[config.mk]
export PLATFORM = sky130hd
export DESIGN_NAME = version_reporter
export DESIGN_NICKNAME = d
export VERILOG_FILES = /design/src/rtl/version_reporter.sv
export SDC_FILE = /design/constraint.sdc
export NUM_CORES = 1
export LEC_CHECK = 0
export CAP_MARGIN = 20
export CORE_MARGIN = 2
export CORE_UTILIZATION = 53
export DETAILED_ROUTE_END_ITERATION = 10
export GPL_ROUTABILITY_DRIVEN = 0
export HOLD_SLACK_MARGIN = 0.15
export PLACE_DENSITY = 0.76
export SLEW_MARGIN = 20
export SYNTH_ARGS = -nofsm -noshare
export SYNTH_HDL_FRONTEND = slang
export SYNTH_SLANG_ARGS = --single-unit
[constraint.sdc]
create_clock -name clk -period 3.5 [get_ports clk]
set_input_delay 1.05 -clock clk [delete_from_list [all_inputs] [get_ports clk]]
set_output_delay 1.05 -clock clk [all_outputs]
set_load 0.03 [all_outputs]
[src/rtl/version_reporter.sv]
// version_reporter: streams one ASCII identification line built from the
// version_pkg constants over a byte-wide valid/ready interface.
// Line: "V<maj>.<min>.<patch>+<build> YYYY-MM-DD hh:mm:ss\r\n".
// Optional build macro VERSION_REPORTER_CHECKSUM_EN appends "*XX" before CR,
// where XX is the XOR of every byte from 'V' through the last seconds digit.

package version_pkg;
  localparam logic [7:0]  C_VERSION_MAJOR  = 8'd0;
  localparam logic [7:0]  C_VERSION_MINOR  = 8'd0;
  localparam logic [7:0]  C_VERSION_PATCH  = 8'd0;
  localparam logic [7:0]  C_VERSION_BUILD  = 8'd71;
  localparam logic [15:0] C_VERSION_YEAR   = 16'h2025;
  localparam logic [7:0]  C_VERSION_MONTH  = 8'h11;
  localparam logic [7:0]  C_VERSION_DAY    = 8'h11;
  localparam logic [7:0]  C_VERSION_HOUR   = 8'h11;
  localparam logic [7:0]  C_VERSION_MINUTE = 8'h30;
  localparam logic [7:0]  C_VERSION_SECOND = 8'h57;
endpackage

module version_reporter #(
  parameter logic [7:0]  P_MAJOR  = version_pkg::C_VERSION_MAJOR,
  parameter logic [7:0]  P_MINOR  = version_pkg::C_VERSION_MINOR,
  parameter logic [7:0]  P_PATCH  = version_pkg::C_VERSION_PATCH,
  parameter logic [7:0]  P_BUILD  = version_pkg::C_VERSION_BUILD,
  parameter logic [15:0] P_YEAR   = version_pkg::C_VERSION_YEAR,
  parameter logic [7:0]  P_MONTH  = version_pkg::C_VERSION_MONTH,
  parameter logic [7:0]  P_DAY    = version_pkg::C_VERSION_DAY,
  parameter logic [7:0]  P_HOUR   = version_pkg::C_VERSION_HOUR,
  parameter logic [7:0]  P_MINUTE = version_pkg::C_VERSION_MINUTE,
  parameter logic [7:0]  P_SECOND = version_pkg::C_VERSION_SECOND
) (
  input  logic       clk,
  input  logic       rst_n,
  input  logic       req,
  output logic       busy,
  output logic [7:0] m_data,
  output logic       m_valid,
  input  logic       m_ready,
  output logic       m_last
);

  typedef enum logic [1:0] {
    ST_IDLE = 2'd0,
    ST_LOAD = 2'd1,
    ST_EMIT = 2'd2,
    ST_DONE = 2'd3
  } state_t;

  // Decimal digits of the four binary fields: [field][0=hundreds,1=tens,2=ones].
  typedef logic [3:0][2:0][3:0] digits_t;

  // Fixed slot map; slots 1..15 hold the binary fields (4 slots per field,
  // the fourth being its trailing separator). Suppressed zeros are skipped.
  localparam logic [5:0] SLOT_V = 6'd0;
`ifdef VERSION_REPORTER_CHECKSUM_EN
  localparam logic [5:0] SLOT_STAR  = 6'd36;
  localparam logic [5:0] SLOT_CK_HI = 6'd37;
  localparam logic [5:0] SLOT_CK_LO = 6'd38;
  localparam logic [5:0] SLOT_CR    = 6'd39;
  localparam logic [5:0] SLOT_LF    = 6'd40;
`else
  localparam logic [5:0] SLOT_CR    = 6'd36;
  localparam logic [5:0] SLOT_LF    = 6'd37;
`endif

  function automatic logic [11:0] to_dec(input logic [7:0] v);
    return {4'(v % 8'd10), 4'((v % 8'd100) / 8'd10), 4'(v / 8'd100)};
  endfunction

  function automatic logic [7:0] nib_char(input logic [3:0] n);
    logic [7:0] c;
    if (n < 4'd10) c = 8'h30 + {4'h0, n};
    else           c = 8'h37 + {4'h0, n};
    return c;
  endfunction

  function automatic logic slot_ok(input logic [5:0] s, input digits_t d);
    logic [3:0] t;
    logic       ok;
    t = s[3:0] - 4'd1;
    ok = 1'b1;
    if ((s >= 6'd1) && (s <= 6'd15)) begin
      case (t[1:0])
        2'd0:    ok = (d[t[3:2]][0] != 4'd0);
        2'd1:    ok = (d[t[3:2]][0] != 4'd0) || (d[t[3:2]][1] != 4'd0);
        default: ok = 1'b1;
      endcase
    end else begin
      ok = 1'b1;
    end
    return ok;
  endfunction

  function automatic logic [5:0] next_slot(input logic [5:0] s, input digits_t d);
    logic [5:0] n;
    if (slot_ok(s + 6'd1, d))      n = s + 6'd1;
    else if (slot_ok(s + 6'd2, d)) n = s + 6'd2;
    else                           n = s + 6'd3;
    return n;
  endfunction

  function automatic logic [7:0] char_of(input logic [5:0] s, input digits_t d);
    logic [3:0] t;
    logic [7:0] c;
    t = s[3:0] - 4'd1;
    c = 8'h00;
    case (s)
      SLOT_V:        c = 8'h56;
      6'd4, 6'd8:    c = 8'h2E;
      6'd12:         c = 8'h2B;
      6'd16, 6'd27:  c = 8'h20;
      6'd17:         c = nib_char(P_YEAR[15:12]);
      6'd18:         c = nib_char(P_YEAR[11:8]);
      6'd19:         c = nib_char(P_YEAR[7:4]);
      6'd20:         c = nib_char(P_YEAR[3:0]);
      6'd21, 6'd24:  c = 8'h2D;
      6'd22:         c = nib_char(P_MONTH[7:4]);
      6'd23:         c = nib_char(P_MONTH[3:0]);
      6'd25:         c = nib_char(P_DAY[7:4]);
      6'd26:         c = nib_char(P_DAY[3:0]);
      6'd28:         c = nib_char(P_HOUR[7:4]);
      6'd29:         c = nib_char(P_HOUR[3:0]);
      6'd30, 6'd33:  c = 8'h3A;
      6'd31:         c = nib_char(P_MINUTE[7:4]);
      6'd32:         c = nib_char(P_MINUTE[3:0]);
      6'd34:         c = nib_char(P_SECOND[7:4]);
      6'd35:         c = nib_char(P_SECOND[3:0]);
`ifdef VERSION_REPORTER_CHECKSUM_EN
      SLOT_STAR:     c = 8'h2A;
`endif
      SLOT_CR:       c = 8'h0D;
      SLOT_LF:       c = 8'h0A;
      default: begin
        if ((s >= 6'd1) && (s <= 6'd15)) begin
          case (t[1:0])
            2'd0:    c = 8'h30 + {4'h0, d[t[3:2]][0]};
            2'd1:    c = 8'h30 + {4'h0, d[t[3:2]][1]};
            2'd2:    c = 8'h30 + {4'h0, d[t[3:2]][2]};
            default: c = 8'h00;
          endcase
        end else begin
          c = 8'h00;
        end
      end
    endcase
    return c;
  endfunction

  state_t     state_r, state_s;
  logic [5:0] slot_r, slot_s, nxt_s;
  digits_t    dig_r;
  logic [7:0] m_data_r, data_s;
  logic       m_valid_r, valid_s;
  logic       m_last_r, last_s;
  logic       busy_r, busy_s;
  logic       load_s;
`ifdef VERSION_REPORTER_CHECKSUM_EN
  logic [7:0] xor_r, xor_s;
`endif

  assign busy    = busy_r;
  assign m_data  = m_data_r;
  assign m_valid = m_valid_r;
  assign m_last  = m_last_r;

  // Next-state and next-output logic; the outputs themselves are registered.
  always_comb begin
    state_s = state_r;
    slot_s  = slot_r;
    data_s  = m_data_r;
    valid_s = m_valid_r;
    last_s  = m_last_r;
    busy_s  = busy_r;
    load_s  = 1'b0;
    nxt_s   = next_slot(slot_r, dig_r);
`ifdef VERSION_REPORTER_CHECKSUM_EN
    xor_s   = xor_r;
`endif
    case (state_r)
      ST_IDLE, ST_DONE: begin
        if (req) begin
          state_s = ST_LOAD;
          busy_s  = 1'b1;
`ifdef VERSION_REPORTER_CHECKSUM_EN
          xor_s   = 8'h00;
`endif
        end else begin
          state_s = ST_IDLE;
          busy_s  = 1'b0;
        end
      end
      ST_LOAD: begin
        load_s  = 1'b1;
        state_s = ST_EMIT;
        slot_s  = SLOT_V;
        data_s  = 8'h56;
        valid_s = 1'b1;
        last_s  = 1'b0;
        busy_s  = 1'b1;
      end
      ST_EMIT: begin
        if (m_valid_r && m_ready) begin
`ifdef VERSION_REPORTER_CHECKSUM_EN
          if (slot_r < SLOT_STAR) xor_s = xor_r ^ m_data_r;
          else                    xor_s = xor_r;
`endif
          if (m_last_r) begin
            state_s = ST_DONE;
            valid_s = 1'b0;
            last_s  = 1'b0;
            busy_s  = 1'b0;
            data_s  = 8'h00;
          end else begin
            slot_s  = nxt_s;
            data_s  = char_of(nxt_s, dig_r);
`ifdef VERSION_REPORTER_CHECKSUM_EN
            if (nxt_s == SLOT_CK_HI)      data_s = nib_char(xor_r[7:4]);
            else if (nxt_s == SLOT_CK_LO) data_s = nib_char(xor_r[3:0]);
            else                          data_s = char_of(nxt_s, dig_r);
`endif
            last_s  = (nxt_s == SLOT_LF);
          end
        end else begin
          state_s = ST_EMIT;
        end
      end
      default: begin
        state_s = ST_IDLE;
        valid_s = 1'b0;
        last_s  = 1'b0;
        busy_s  = 1'b0;
        data_s  = 8'h00;
      end
    endcase
  end

  // FSM state register.
  always_ff @(posedge clk or negedge rst_n) begin
    if (!rst_n) state_r <= ST_IDLE;
    else        state_r <= state_s;
  end

  // Registered outputs, slot pointer, captured digits and running checksum.
  always_ff @(posedge clk or negedge rst_n) begin
    if (!rst_n) begin
      slot_r    <= 6'd0;
      dig_r     <= '0;
      m_data_r  <= 8'h00;
      m_valid_r <= 1'b0;
      m_last_r  <= 1'b0;
      busy_r    <= 1'b0;
`ifdef VERSION_REPORTER_CHECKSUM_EN
      xor_r     <= 8'h00;
`endif
    end else begin
      slot_r    <= slot_s;
      m_data_r  <= data_s;
      m_valid_r <= valid_s;
      m_last_r  <= last_s;
      busy_r    <= busy_s;
      if (load_s) dig_r <= {to_dec(P_BUILD), to_dec(P_PATCH), to_dec(P_MINOR), to_dec(P_MAJOR)};
      else        dig_r <= dig_r;
`ifdef VERSION_REPORTER_CHECKSUM_EN
      xor_r     <= xor_s;
`endif
    end
  end

endmodule

==> out/qor.txt <==
reg-to-reg slack, setup = 0.1 ns
CTS tree = built
Area growth syn-to-layout = 24.3%
kind of critical path = flop to flop
worst-margin pin slew = 0.834 ns
worst hold start = m_data[3]$_DFFE_PN0P_
vias in the first global route = 1841
pin count of the biggest net entering global routing = 20
Initial Util = 54.3%
synthesized flop and latch total = 19
DR WL/cell = 16.8 um
synthesized area = 1960 um2
drt pass-1 iters = 5
IO Pins = 15
Max Cap Viol = 0
Fillers = 315
Critical Path Start Type = flop
GR Overflow Total = 0
critical path required time = 3.65 ns
syn_area_per_cell = 8.15 um2
DR DRC count = 0
final core occ = 67.5%
DR iter-0 viols = 166
Seq/Total Area, Yosys = 24.3%
Async SR Flop Fraction = 100%
outcome = complete, no violations
clock root buffer = clkbuf_8
Simple-Gate Fraction of Synth Area = 26.3%
data arrival time at the worst-slack endpoint = 3.55 ns
mux contribution to synthesized area = 2.62%
Syn Nets = 255
clk_skew = 0.00313 ns
crit path max fanout = 6
Post-Route WL = 5390 um
final clock period utilization by the worst path = 97.2%
CP endpoint kind = flop
EDFF count, synth = 0
# diodes = 0
max-slew violation count = 0
CTS buffer count = 3
total negative slack = 0 ns
Die ar. = 4190 um2
area share of xor/xnor cells in the synthesized design = 7.99%
initial antenna violation count = 0
floorplan row count = 22
Routed Antenna Nets = 0
ys flop type = dfrtp_1
cts hold-fix bufs = 0
top cells by area, synth = dfrtp_1, ha_1, nand3_1, nand2_1, xnor2_1
port bufs = 13
CP Launch Point = slot_r[1]$_DFFE_PN0P_
crit path time final = 3.40 ns
first-pass GRT wire length = 8450 um
Longest Clk Path Bufs = 2
Hold Vio Cnt, Final = 0
H-tree depth = 1
Syn. warnings = 0
total clock sinks = 19
core area = 3610 um2
final net count = 289
Skew-Pair Late Insertion Delay = 0.26 ns
die height = 64.8 um
Min-Delay Path Depth = 1
Finish-stage setup viols = 0
reg2reg start = slot_r[1]$_DFFE_PN0P_
CTS clk-pin slew, worst paths = 0.07 ns
cell depth of the worst flop-to-flop path = 12
Vias per Instance = 6.21
Tot GR Track Use = 25.5%
HPWL after DPL = 3850 um
FF-to-FF End = m_data[1]$_DFFE_PN0P_
class of the tightest hold or removal check = flop to flop
Slew HR = 44.2%
adder-cell area share of the yosys netlist = 7.03%
Non-Filler Instances = 321
gate count after technology mapping = 240
WHS Endpoint = m_data[3]$_DFFE_PN0P_
Yosys cell types = 63
Yosys top cell area share = 24.3%
Fmax = 0.294 GHz
Yosys top cell by area = dfrtp_1
worst hold slack = 0.521 ns
compound-cell area share of the yosys netlist = 26.2%
die width = 64.8 um
routed vias = 1993
dpl cells = 313
share of layout cells above drive strength 1 = 24.5%
combinational family with the most area after synthesis = simple AND/OR/NAND/NOR gates
per-stage QoR:
stage          cell area, um2  worst slack (ns)
2_1_floorplan            1970            0.0218
3_3_place_gp             2290             0.149
3_5_place_dp             2290            0.0688
4_1_cts                  2330            0.0590
5_1_grt                  2430          -0.00796
6_report                 2430            0.0987
cells by family after synthesis:
family,after synthesis
simple gates,98
compound gates,68
buf+inv,21
flops,19
xor+xnor,17
fa+ha+maj,11
mux,5
other cells,1
worst max-delay path, cell delays in order, from the launching register on:
cell and delay, ns:
dfrtp_2 0.44, inv_2 0.10, ha_4 0.20, buf_4 0.15
or4_1 0.52, o211ai_2 0.14, a21oi_4 0.15, or3_1 0.41
and2_0 0.27, buf_4 0.19, nor4_1 0.33, a211oi_1 0.12
a31o_2 0.27
placed cells by master (no fill, tap or decap), types with 7 or more instances in the layout:
cell type        Yosys  layout
clkdlybuf4s50_1      0      13
dfrtp_1             19      18
nand3_1             21      21
ha_1                11       9
a21oi_1             10       8
o21ai_0             13      12
xor2_1               8       7
xnor2_1              8       7
nor2_1              11      11
buf_4                3      30
nand2_1             22      21
metal layers:
metal / vias to the layer above / share of wire, % / global-route usage [%]
met1: 958 / 44 / 33.4
met4: 0 / 2.2 / 7.45
li1: 953 / - / -
met3: 15 / 4.7 / 3.99
met5: - / 0 / 0
met2: 67 / 49 / 43.3
repair_timing:
action / CTS / global route
hold endpoints to repair: 0 / 0
buffers inserted: 0 / 2
endpoints found under the setup margin: 0 / 5
gates resized for setup: 0 / 17
Yosys cell counts, types with 2 or more instances:
cell / count
a211oi_1: 5
a21boi_0: 3
a21o_1: 4
a21oi_1: 10
a31o_1: 2
a31oi_1: 3
a32oi_1: 3
and2_1: 2
and3_1: 5
and3b_1: 2
buf_2: 7
buf_4: 3
clkbuf_1: 4
dfrtp_1: 19
ha_1: 11
inv_1: 5
mux2i_1: 4
nand2_1: 22
nand2b_1: 2
nand3_1: 21
nand4_1: 2
nor2_1: 11
nor3_1: 7
nor4_1: 6
o21a_1: 2
o21ai_0: 13
o22ai_1: 2
o31a_1: 2
o31ai_1: 2
or2_2: 4
or3_1: 4
or3b_1: 2
or4_1: 2
xnor2_1: 8
xor2_1: 8
worst max path at each step:
stage          slack [ns]  cells after the start               endpoint
3_5_place_dp         0.07                     13  m_data[2]$_DFFE_PN0P_
2_1_floorplan        0.02                     13  m_data[2]$_DFFE_PN0P_
3_3_place_gp         0.15                     12  m_data[2]$_DFFE_PN0P_
4_1_cts              0.06                     12  m_data[2]$_DFFE_PN0P_
5_1_grt            -0.008                     12  m_data[2]$_DFFE_PN0P_
6_report              0.1                     12  m_data[1]$_DFFE_PN0P_
state kept, by name, indices dropped and copies added, names as in the netlist:
register  count
busy          1
m_last        1
m_data        7
slot_r        6
state_r       2
m_valid       1
dig_r         1
area by class of cell:
class	count	area (um2)	area share, %
multi-input cells	202	1480	60.6
clock inverters	1	5.00	0.206
well taps	48	60.1	2.47
flip-flops and latches	19	477	19.6
inverters	5	18.8	0.772
clock buffers	3	41.3	1.70
repair buffers	43	355	14.6
Power is not shown: default switching activity piles up to over one toggle a cycle in this logic, so the estimate is an artifact.
